==> config.mk <==
export PLATFORM = sky130hd
export DESIGN_NAME = demux_packet_steer
export DESIGN_NICKNAME = d
export VERILOG_FILES = /design/src/rtl/demux_packet_steer.sv
export SDC_FILE = /design/constraint.sdc
export NUM_CORES = 1
export LEC_CHECK = 0
export BUFFER_PORTS_ARGS = -buffer_cell sky130_fd_sc_hd__buf_2
export CORE_MARGIN = 4
export CORE_UTILIZATION = 30
export CTS_CLUSTER_SIZE = 28
export DETAILED_ROUTE_END_ITERATION = 10
export PLACE_DENSITY = 0.59
export SETUP_SLACK_MARGIN = 0.02
export SLEW_MARGIN = 20
export SYNTH_ARGS = -nofsm -noshare
export SYNTH_HDL_FRONTEND = slang
export SYNTH_SLANG_ARGS = --single-unit
export TNS_END_PERCENT = 5
==> constraint.sdc <==
create_clock -name clk -period 3.98 [get_ports clk]
set_input_delay 0.199 -clock clk [delete_from_list [all_inputs] [get_ports clk]]
set_output_delay 0.199 -clock clk [all_outputs]
set_load 0.02 [all_outputs]
==> src/rtl/demux_packet_steer.sv <==
`default_nettype none
// ============================================================================
//  Module      : demux_packet_steer
//  Description : Packet-framed byte feeder for a 1:2 byte demux. Parses a
//                header byte (lane + length), forwards the payload through a
//                one-entry registered output stage with per-lane handshakes,
//                and discards packets whose header has reserved bits set.
//  Revision    : 1.0 - initial release
// ============================================================================
module demux_packet_steer #(
  parameter int LEN_W      = 4,
  parameter int DROP_CNT_W = 8
) (
  input  logic                  clk,
  input  logic                  rst,
  input  logic [7:0]            in_data,
  input  logic                  in_valid,
  output logic                  in_ready,
  output logic [7:0]            data,
  output logic                  sel,
  output logic [1:0]            lane_valid,
  input  logic [1:0]            lane_ready,
  output logic                  pkt_done,
  output logic [DROP_CNT_W-1:0] drop_cnt
);

  typedef enum logic [1:0] {
    S_HDR     = 2'd0,
    S_PAYLOAD = 2'd1,
    S_DROP    = 2'd2
  } state_t;

  state_t                r_state;
  state_t                w_state_nxt;
  logic [LEN_W-1:0]      r_cnt;
  logic                  r_pkt_sel;
  logic [7:0]            r_data;
  logic                  r_out_sel;
  logic                  r_out_valid;
  logic                  r_out_last;
  logic                  r_pkt_done;
  logic [DROP_CNT_W-1:0] r_drop_cnt;

  logic w_xfer;
  logic w_ds_xfer;
  logic w_load;
  logic w_cnt_zero;
  logic w_rsvd_err;

  // Payload may only be accepted when the output register is free or
  // draining this cycle; header and discarded bytes never touch it.
  assign in_ready   = (r_state != S_PAYLOAD) | ~r_out_valid | lane_ready[r_out_sel];
  assign w_xfer     = in_valid & in_ready;
  assign w_ds_xfer  = r_out_valid & lane_ready[r_out_sel];
  assign w_load     = w_xfer & (r_state == S_PAYLOAD);
  assign w_cnt_zero = (r_cnt == '0);
  // Reserved header bits sit between the lane bit and the length field.
  assign w_rsvd_err = |in_data[6:LEN_W];

  assign data       = r_data;
  assign sel        = r_out_sel;
  assign lane_valid = {r_out_valid & r_out_sel, r_out_valid & ~r_out_sel};
  assign pkt_done   = r_pkt_done;
  assign drop_cnt   = r_drop_cnt;

  // State register.
  always_ff @(posedge clk or posedge rst) begin
    if (rst) r_state <= S_HDR;
    else     r_state <= w_state_nxt;
  end

  // Next-state decode: header selects forward or discard, length count ends packet.
  always_comb begin
    w_state_nxt = r_state;
    case (r_state)
      S_HDR:     if (w_xfer) w_state_nxt = w_rsvd_err ? S_DROP : S_PAYLOAD;
      S_PAYLOAD: if (w_xfer && w_cnt_zero) w_state_nxt = S_HDR;
      S_DROP:    if (w_xfer && w_cnt_zero) w_state_nxt = S_HDR;
      default:   w_state_nxt = S_HDR;
    endcase
  end

  // Header capture and remaining-byte counter (holds while in_valid is low).
  always_ff @(posedge clk or posedge rst) begin
    if (rst) begin
      r_cnt     <= '0;
      r_pkt_sel <= 1'b0;
    end else if (w_xfer) begin
      if (r_state == S_HDR) begin
        r_cnt     <= in_data[LEN_W-1:0];
        r_pkt_sel <= in_data[7];
      end else begin
        r_cnt     <= r_cnt - 1'b1;
      end
    end
  end

  // One-entry output register; a load in the same cycle as a drain refills
  // without a bubble. The lane travels with the byte, so a later header
  // cannot retarget a byte still waiting here.
  always_ff @(posedge clk or posedge rst) begin
    if (rst) begin
      r_data      <= 8'd0;
      r_out_sel   <= 1'b0;
      r_out_valid <= 1'b0;
      r_out_last  <= 1'b0;
    end else if (w_load) begin
      r_data      <= in_data;
      r_out_sel   <= r_pkt_sel;
      r_out_valid <= 1'b1;
      r_out_last  <= w_cnt_zero;
    end else if (w_ds_xfer) begin
      r_out_valid <= 1'b0;
    end
  end

  // Completion pulse, one cycle after the last payload byte leaves.
  always_ff @(posedge clk or posedge rst) begin
    if (rst) r_pkt_done <= 1'b0;
    else     r_pkt_done <= w_ds_xfer & r_out_last;
  end

  // Saturating count of discarded packets, bumped on a dropped packet's last byte.
  always_ff @(posedge clk or posedge rst) begin
    if (rst) begin
      r_drop_cnt <= '0;
    end else if ((r_state == S_DROP) && w_xfer && w_cnt_zero && (r_drop_cnt != '1)) begin
      r_drop_cnt <= r_drop_cnt + 1'b1;
    end
  end

endmodule
`default_nettype wire

**After elaboration in Yosys (flattened, before gate mapping)**

Cells that the tools add are included.

- Word-level logic and storage cells: 48
- Register bits after elaboration: 27
- Output and inout port bits: 21

- Reduce and logical (&&, ||, !) cells: 11
- Equal/unequal tests: 6
- $lt $le $gt $ge: 1
- Bitwise logic cells: 10
- $add $sub $neg: 2
- Muxes and demuxes: 9

Operator list:

| kind | number |
|---|---|
| $add A8 B1 Y8 const B | 1 |
| $ne A8 B8 Y1 const B | 1 |
| $and A1 B1 Y1 | 6 |
| $mux W2 | 3 |
| $logic_and A1 B1 Y1 | 4 |
| $logic_not A4 Y1 | 1 |
| $mux W1 | 4 |
| $mux W4 | 1 |
| $ne A2 B1 Y1 const B | 2 |
| $pmux W2 S2 | 1 |
| $reduce_and A2 Y1 | 2 |
| $sub A4 B1 Y4 const B | 1 |
| $reduce_or A3 Y1 | 1 |
| $eq A2 B1 Y1 const B | 1 |
| $eq A2 B2 Y1 const B | 1 |
| $logic_not A2 Y1 | 1 |
| $lt A1 B2 Y1 const B | 1 |
| $ne A2 B2 Y1 const B | 1 |
| $not A1 Y1 | 2 |
| $or A1 B1 Y1 | 2 |
| $reduce_bool A2 Y1 | 1 |
| $reduce_or A2 Y1 | 1 |

**Longest topological paths before layout**

Gate-level depths: netlist (run 1).

- Depth after elaboration: 7
- Mapped depth: 7
- Gate-level depth less buffers: 6

**Least setup slack after synthesis (run 1)**

Ideal clock, no wire load.

- Path type: register to register
- From: register r_cnt[0]
- To: register r_drop_cnt[1] (netlist: drop_cnt[1])
- Setup slack: 2.222 ns
- Path buffers: 0
- Data arrival time: 1.633 ns
- Cell stages (with the launch flop): 7
- Required time: 3.855 ns
- Period minus slack after synthesis: 1.758 ns
- Cell sequence: dfrtp_1 > inv_1 > ha_1 > nor3b_2 > nand2_1 > or3_4 > mux2_4

- Longest elaborated chain between the ends: 3

RTL lines:

| what | RTL line | source |
|---|---|---|
| from (decl) | 35 | `logic [LEN_W-1:0] r_cnt;` |
| from (signal assigned) | 90 | `r_cnt <= in_data[LEN_W-1:0];` |
| from (signal assigned) | 93 | `r_cnt <= r_cnt - 1'b1;` |
| $logic_not A4 Y1 | 56 | `assign w_cnt_zero = (r_cnt == '0);` |
| $logic_and A1 B1 Y1 (2 in series) | 127 | `end else if ((r_state == S_DROP) && w_xfer && w_cnt_zero && (r_drop_cnt != '1)) begin` |
| to (signal assigned) | 128 | `r_drop_cnt <= r_drop_cnt + 1'b1;` |
| to (decl) | 42 | `logic [DROP_CNT_W-1:0] r_drop_cnt;` |

Every way passes these cells.
A chain may end at the register's enable or synchronous reset.

**Worst setup path after layout (run 1)**

- From: register r_out_sel (netlist: sel)
- To: register r_data[2] (netlist: data[2])

- Longest elaborated chain between the ends: 5

RTL lines:

| what | RTL line | source |
|---|---|---|
| from (decl) | 38 | `logic r_out_sel;` |
| from (signal assigned) | 109 | `r_out_sel <= r_pkt_sel;` |
| $mux W1 (not written as such) (2 in series) | 52 | `assign in_ready = (r_state != S_PAYLOAD) \| ~r_out_valid \| lane_ready[r_out_sel];` |
| $or A1 B1 Y1 | 52 |  |
| $and A1 B1 Y1 | 53 | `assign w_xfer = in_valid & in_ready;` |
| $and A1 B1 Y1 | 55 | `assign w_load = w_xfer & (r_state == S_PAYLOAD);` |
| to (signal assigned) | 108 | `r_data <= in_data;` |
| to (decl) | 37 | `logic [7:0] r_data;` |

Every way passes these cells. The select of a mux whose other input is x is not followed.

==> results of run 1 <==
==> layer usage <==
| layer | up-vias | track usage [%] |
|---|---|---|
| li1 | 491 | - |
| met1 | 494 | 13.0 |
| met2 | 22 | 17.1 |
| met3 | 2 | 3.20 |
| met4 | 0 | 3.36 |
| met5 | - | 0 |
==> state kept, by name, summed over array words and instances (netlist names) <==
name,count
data,8
drop_cnt,8
r_cnt,4
r_state,2
pkt_done,1
r_out_last,1
r_out_valid,1
r_pkt_sel,1
sel,1
==> power groups by stage <==
stage	Sequential [uW]	Clock (uW)	Combinational, uW
after floorplan	501	0	234
after global placement	442	0	401
after detailed placement	450	0	414
after CTS	444	162	416
after global routing	458	171	459
final	444	154	411
==> metrics by stage <==
step	setup WS (ns)	hold slack, ns	std cells	power, uW	area (um^2)
3_5_place_dp	1.83	0.451	200	864	1550
5_1_grt	1.86	0.0712	205	1090	1610
3_3_place_gp	1.87	0.448	200	843	1550
4_1_cts	1.80	0.162	204	1020	1600
2_1_floorplan	2.22	0.252	118	735	1340
6_report	1.98	0.0125	205	1010	1610
==> cell usage in the layout (no fill, tap or decap), types with 2 or more instances in the layout <==
master / count
buf_2: 33
o211ai_1: 3
nor4_1: 4
xor2_1: 4
a22o_1: 2
nand3_1: 6
dfrtp_1: 27
nor3_1: 3
or2_2: 2
ha_1: 5
mux2_2: 11
mux2_4: 2
nor2_1: 6
o21ai_0: 6
and2_1: 2
clkbuf_8: 3
inv_1: 6
nand2_1: 8
==> kinds of logic after synthesis <==
family / count (synthesis) / synth area share [%]
AO/OA/AOI/OAI: 18 / 9.78
XOR/XNOR: 5 / 3.26
adder cells (fa/ha/maj): 5 / 4.66
buffers and inverters: 10 / 3.63
flip-flops: 27 / 50.3
multiplexers: 13 / 11.5
AND/OR/NAND/NOR: 40 / 16.9
==> layout make-up <==
cell class                      instances  area [um^2]  share of cell area (%)
Sequential cell                        27          676                    42.1
Multi-Input combinational cell         81          619                    38.6
Clock inverter                          1         5.00                   0.312
Tap cell                               52         65.1                    4.05
Clock buffer                            3         41.3                    2.57
Timing Repair Buffer                   34          173                    10.8
Inverter                                7         26.3                    1.64
==> critical path, stage by stage (launching register included) <==
cell      delay [ns]
dfrtp_1         0.43
mux2_4          0.35
o211ai_1        0.52
buf_4           0.27
mux2_2          0.33
==> worst paths after layout <==
kind	from	end	slack, ns	cells past startpoint
worst max-delay path	sel$_DFFE_PP0P_	data[2]$_DFFE_PP0P_	1.98	4
worst min-delay path	rst	drop_cnt[7]$_DFFE_PP0P_	0.01	2
worst max register to register	sel$_DFFE_PP0P_	data[2]$_DFFE_PP0P_	1.98	4
worst min register to register	r_out_last$_DFFE_PP0P_	r_out_last$_DFFE_PP0P_	0.50	2
max in group asynchronous	rst	r_cnt[3]$_DFFE_PP0P_	3.53	2
min in group clk	in_data[7]	r_pkt_sel$_DFFE_PP0P_	0.17	2
==> results by group, run 1 <==
Timing
  • Period utilization: slightly above 50%
  • RSZ-0062 raised after global routing: false
  • Fmax achieved: between 400 and 500 MHz
  • Final Critical Period: between 2 and 2.5 ns
  • Slew headroom: about 36%
  • Max-slew violation count: 0
  • Tightest Pin Transition: 0.948 ns
  • Setup_tns: 0 ns
  • Final hold viol count: 0
  • Final setup vio count: 0
  • Clock Skew: approximately 0.0022 ns

Drt
  • Post-DR wirelength/cell: around 13 um
  • DR iter-0 viols: 14
  • Total Wirelength: roughly 2.8 mm
  • Highest metal used: met4
  • DR pass1 iterations: 4
  • DR WL met2: 1.36 mm
  • Post-route DRC: 0
  • ANT nets after route: 0
  • DR WL met3: 150 um
  • Via count: between 1000 and 1500
  • Vias/cell: between 4 and 5
  • Metal-1 WL: between 1 and 1.5 mm

Pwr
  • Clk pwr share: between 10% and 20%
  • P_sw: between 300 and 400 uW
  • Sw Ratio: 38.7%
  • LEAKAGE: just under 0.0008 uW
  • Combinational group share of total power: between 40 and 50%
  • Internal: a little over 600 uW
  • Sequential Power Share: 44.0%
  • VDD IR-drop max: 0.000289 V
  • PwrDens: about 630 nW/um^2

Yosys
  • Flops & latches, synth: 27
  • Count leader, synth: dfrtp_1
  • Synth top area share: between 50% and 60%
  • Synth area leaders: dfrtp_1 (50%), mux2_2 (9.2%), ha_1 (4.7%), xor2_1 (2.6%), nand3_1 (2.2%)
  • Most used DFF post-synth: dfrtp_1
  • Mapped Area: approximately 1300 um^2
  • Async S/R FF share, synth: 100%
  • Register area share after synthesis: 50.3%
  • Netlist cell types: 36
  • EDFF count, synth: 0
  • Post-synthesis cell count: about 120
  • Syn_area_per_cell: about 11 um^2
  • Yosys warns: 0
  • Post-Syn Nets: 136
  • Largest area contributor in the netlist: dfrtp_1
  • Top post-synthesis cells by count: dfrtp_1 (27), mux2_2 (11), nand2_1 (8)

GRT
  • Overall Global Routing Usage: around a tenth
  • Overflow after GRT: 0
  • Initial antenna violation count: 0
  • Maximum number of pins on one net before global-route repair: 28
  • Vias in the first global route: around 980
  • First-pass GRT wire length: approximately 4.5 mm

Finish
  • Syn-to-layout area delta: 19.5%
  • Ant. Diodes: 0
  • Share of cells above drive strength 1: between 30% and 40%
  • Nets: 172
  • Filler instances: about 440
  • Fin util: between 30% and 40%

Clock tree
  • Cts bufs inserted: 3
  • Setup bufs post-CTS: 0
  • # H-tree levels: 1
  • CTS Hold Bufs: 0
  • CTS root buf: clkbuf_8
  • PostCTS Resize Cnt: 0
  • CTS tree: yes
  • CTS Buffer Depth: 2
  • TritonCTS Sinks: 27
  • Skew-Pair Late Insertion Delay: approximately 0.27 ns
  • Clk pin slew, worst setup/hold paths: 0.09 ns

Place
  • Gpl congestion: around 0.76
  • IO buf count: 33
  • Post-DP HPWL: between 2 and 2.5 mm

Setup path
  • Critical Path End Type: flop
  • Worst-path fanout max: 7
  • Crit path launch type: flop
  • Crit path DAT: about 2.2 ns
  • CP required: between 4 and 5 ns
  • Kind of critical path: reg2reg

Floorplanning
  • Die ar.: 5610 um^2
  • Initial Utilization: 30.9%
  • DIE HEIGHT: 74.9 um
  • Core ar.: 4350 um^2
  • # rows: 24
  • Top Ports: 34
  • Die width: around 75 um

Flow run
  • MaxCap Viol Count: 0

Worst hold path
  • Hold crit path type: in2async

Outcome
  • Status: complete, no violations
Power figures use the tool's default switching activity.
==> run 2, diff against run 1 <==
Settings changed: ABC_AREA set to 1, PLACE_DENSITY 0.59 to 0.6.
Clock period 3.98 ns to 1.79 ns, I/O delays scaled along.
==> run 2 against run 1 <==
  * Sequential power grew 100%
  * Sequential share of layout area decreased by 4.0 points
  * Clock power up 130%
  * Flip-flop and latch count is the same
  * Total power rose by 110%
  * Non-clock buffer count is 4 higher
==> results by group, run 2 <==
Flow run
  • MaxCap Viol Count: 0 (unchanged)

Floorplanning
  • # rows: 25 (+4.2%)
  • Die width: 77.8 um (+3.8%)
  • Top Ports: 34 (unchanged)
  • Die ar.: 6050 um^2 (+7.8%)
  • Core ar.: 4720 um^2 (+8.5%)
  • DIE HEIGHT: 77.8 um (+3.8%)
  • Initial Utilization: 30.9% (+0.078 points)

Yosys
  • Yosys warns: 0 (unchanged)
  • Flops & latches, synth: 27 (unchanged)
  • Mapped Area: 1460 um^2 (+8.8%)
  • Top post-synthesis cells by count: nand2_1 (55), inv_1 (28), dfrtp_1 (27)
  • EDFF count, synth: 0 (unchanged)
  • Synth area leaders: dfrtp_1 (46%), nand2_1 (14%), inv_1 (7.2%), nand3_1 (6.5%), ha_1 (4.3%)
  • Async S/R FF share, synth: 100% (unchanged)
  • Syn_area_per_cell: 8.03 um^2 (-29%)
  • Register area share after synthesis: 46.2% (-4.0 points)
  • Synth top area share: 46.2% (-4.0 points)
  • Most used DFF post-synth: dfrtp_1
  • Largest area contributor in the netlist: dfrtp_1
  • Netlist cell types: 26 (-28%)
  • Count leader, synth: nand2_1
  • Post-Syn Nets: 200 (+47%)
  • Post-synthesis cell count: 182 (+54%)

Pwr
  • Combinational group share of total power: 40.5% (-0.2 points)
  • Internal: 1270 uW (+110%)
  • Power, Total: 2130 uW (+110%)
  • LEAKAGE: 0.000988 uW (+29%)
  • VDD IR-drop max: 0.000387 V (+34%)
  • PwrDens: 1200 nW/um^2 (+91%)
  • Clk pwr share: 16.9% (+1.6 points)
  • P_sw: 864 uW (+120%)
  • Sequential Power Share: 42.6% (-1.4 points)
  • Sw Ratio: 40.5% (+1.8 points)

Setup path
  • Crit path DAT: 1.75 ns (-0.42 ns)
  • Crit path launch type: flop
  • R2R Setup Slk: 0.26 ns (-1.72 ns)
  • R2r worst-path depth: 8 (+4)
  • Critical path endpoint: drop_cnt[1]$_DFFE_PP0P_
  • RR Startpoint: r_cnt[0]$_DFFE_PP0P_
  • CP startpoint: r_cnt[0]$_DFFE_PP0P_
  • RR Endpoint: drop_cnt[1]$_DFFE_PP0P_
  • Worst-path fanout max: 8 (+1)
  • Critical Path End Type: flop
  • CP required: 2.01 ns (-2.14 ns)
  • Kind of critical path: reg2reg

GRT
  • Initial antenna violation count: 0 (unchanged)
  • Overflow after GRT: 0 (unchanged)
  • Maximum number of pins on one net before global-route repair: 28 (unchanged)
  • Vias in the first global route: 1198 (+22%)
  • Overall Global Routing Usage: 11.0% (+0.58 points)
  • First-pass GRT wire length: 5.35 mm (+19%)

Drt
  • Post-DR wirelength/cell: 10.6 um (-21%)
  • Post-route DRC: 0 (unchanged)
  • DR pass1 iterations: 4 (unchanged)
  • Total Wirelength: 3.05 mm (+10%)
  • Vias/cell: 4.24 (-14%)
  • ANT nets after route: 0 (unchanged)
  • Via count: 1222 (+21%)
  • DR iter-0 viols: 61 (+47)

Finish
  • Commonest cells after routing, fill and taps aside: nand2_1 (55), buf_2 (33), inv_1 (28)
  • Syn-to-layout area delta: 21.3%
  • Cell area after layout: 1770 um^2 (+10%)
  • Filler instances: 494 (+12%)
  • Commonest non-fill, non-tap cell in the layout: nand2_1
  • Share of cells above drive strength 1: 22.2% (-16 points)
  • Ant. Diodes: 0 (unchanged)
  • Nets: 240 (+40%)

Timing
  • RSZ-0062 raised after global routing: false
  • Tightest Pin Transition: 0.354 ns (-0.594 ns)
  • Final Critical Period: 1.53 ns (-0.470 ns)
  • Final hold viol count: 0 (unchanged)
  • Max-slew violation count: 0 (unchanged)
  • Hold_ws: 0.0556 ns (+0.0431 ns)
  • Slew headroom: 76.4% (+40 points)
  • Final setup vio count: 0 (unchanged)
  • Period utilization: 85.7% (+35 points)
  • Fmax achieved: 652 MHz (+31%)
  • Clock Skew: 0.00593 ns (+0.00375 ns)
  • Setup_tns: 0 ns (unchanged)

Worst hold path
  • Hold crit path type: in2reg

Clock tree
  • Cts bufs inserted: 3 (unchanged)
  • CTS tree: yes
  • CTS Buffer Depth: 2 (unchanged)
  • TritonCTS Sinks: 27 (unchanged)
  • Skew-Pair Late Insertion Delay: 0.28 ns (about the same)
  • Clk pin slew, worst setup/hold paths: 0.10 ns (about the same)
  • # H-tree levels: 1 (unchanged)
  • CTS root buf: clkbuf_8

Place
  • Post-DP HPWL: 2.32 mm (+11%)
  • Gpl congestion: 0.770 (+0.90%)
  • IO buf count: 33 (unchanged)
  • Placement Cell Area: 1700 um^2 (+9.7%)

Outcome
  • Status: complete, no violations
run 2: changes by cell type after synthesis, moves of 3 or more:
| cell | delta |
|---|---|
| inv_1 | +21 |
| mux2_2 | -11 |
| nand2_1 | +47 |
| nand3_1 | +13 |
| nor3_1 | -3 |
| nor4_1 | -3 |
| o21ai_0 | +6 |
| o21bai_1 | +8 |
run 2: kinds of logic after synthesis:
logic type               share of synthesized area [%]
AND/OR/NAND/NOR                                   27.5
buffers and inverters                             10.0
flip-flops                                        46.2
AO/OA/AOI/OAI                                     10.2
adder cells (fa/ha/maj)                           4.28
XOR/XNOR                                          1.80
run 2: critical path, stage by stage, from the launching register on:
cell	delay (ns)
dfrtp_1	0.38
inv_1	0.09
ha_1	0.18
nand2_1	0.07
nor2_1	0.18
nand3_1	0.17
nor2_4	0.21
nand3_1	0.10
nand2_1	0.08
run 2: timing repair:
item | in CTS | in global routing
hold buffers | 1 | 0
endpoints found under the hold margin | 27 | 0
endpoints found under the setup margin | 0 | 8
buffers inserted | 0 | 1
gates resized for setup | 0 | 1
run 2: how the worst min path moves through the flow:
stage | from | end | depth (start not counted)
2_1_floorplan | rst | data[0]$_DFFE_PP0P_ | 1
3_3_place_gp | rst | drop_cnt[3]$_DFFE_PP0P_ | 3
3_5_place_dp | rst | drop_cnt[3]$_DFFE_PP0P_ | 3
4_1_cts | in_data[0] | data[0]$_DFFE_PP0P_ | 3
5_1_grt | in_data[1] | data[1]$_DFFE_PP0P_ | 3
6_report | in_data[0] | data[0]$_DFFE_PP0P_ | 3
run 2: final cells by class:
type,count,area (um^2),area share [%]
Sequential cell,27,676,38.1
Multi-Input combinational cell,122,644,36.3
Clock inverter,1,7.51,0.423
Timing Repair Buffer,38,205,11.6
Inverter,30,115,6.49
Clock buffer,3,41.3,2.33
Tap cell,67,83.8,4.73
run 2: power by group through the flow:
| stage | logic (uW) | clock network [uW] | registers (uW) |
|---|---|---|---|
| after detailed placement | 866 | 0 | 923 |
| after CTS | 869 | 373 | 912 |
| after global routing | 1020 | 395 | 933 |
| after floorplan | 512 | 0 | 1020 |
| final | 865 | 359 | 909 |
| after global placement | 849 | 0 | 922 |
run 2: per-layer routing:
layer  up-vias  track usage, %  routed length [um]
li1        654               -                   -
met1       539            14.2                1530
met2        25            17.8                1320
met3         4            1.97                 133
met4         0            4.80                  57
met5         -               0                   0
run 2: per-stage QoR:
| step | setup WS [ns] | utilization [%] | std cells |
|---|---|---|---|
| 2_1_floorplan | 0.271 | - | 182 |
| 3_3_place_gp | 0.150 | 36.0 | 282 |
| 3_5_place_dp | 0.131 | 36.0 | 282 |
| 4_1_cts | 0.112 | 37.3 | 287 |
| 5_1_grt | 0.0365 | 37.5 | 288 |
| 6_report | 0.256 | 37.5 | 288 |
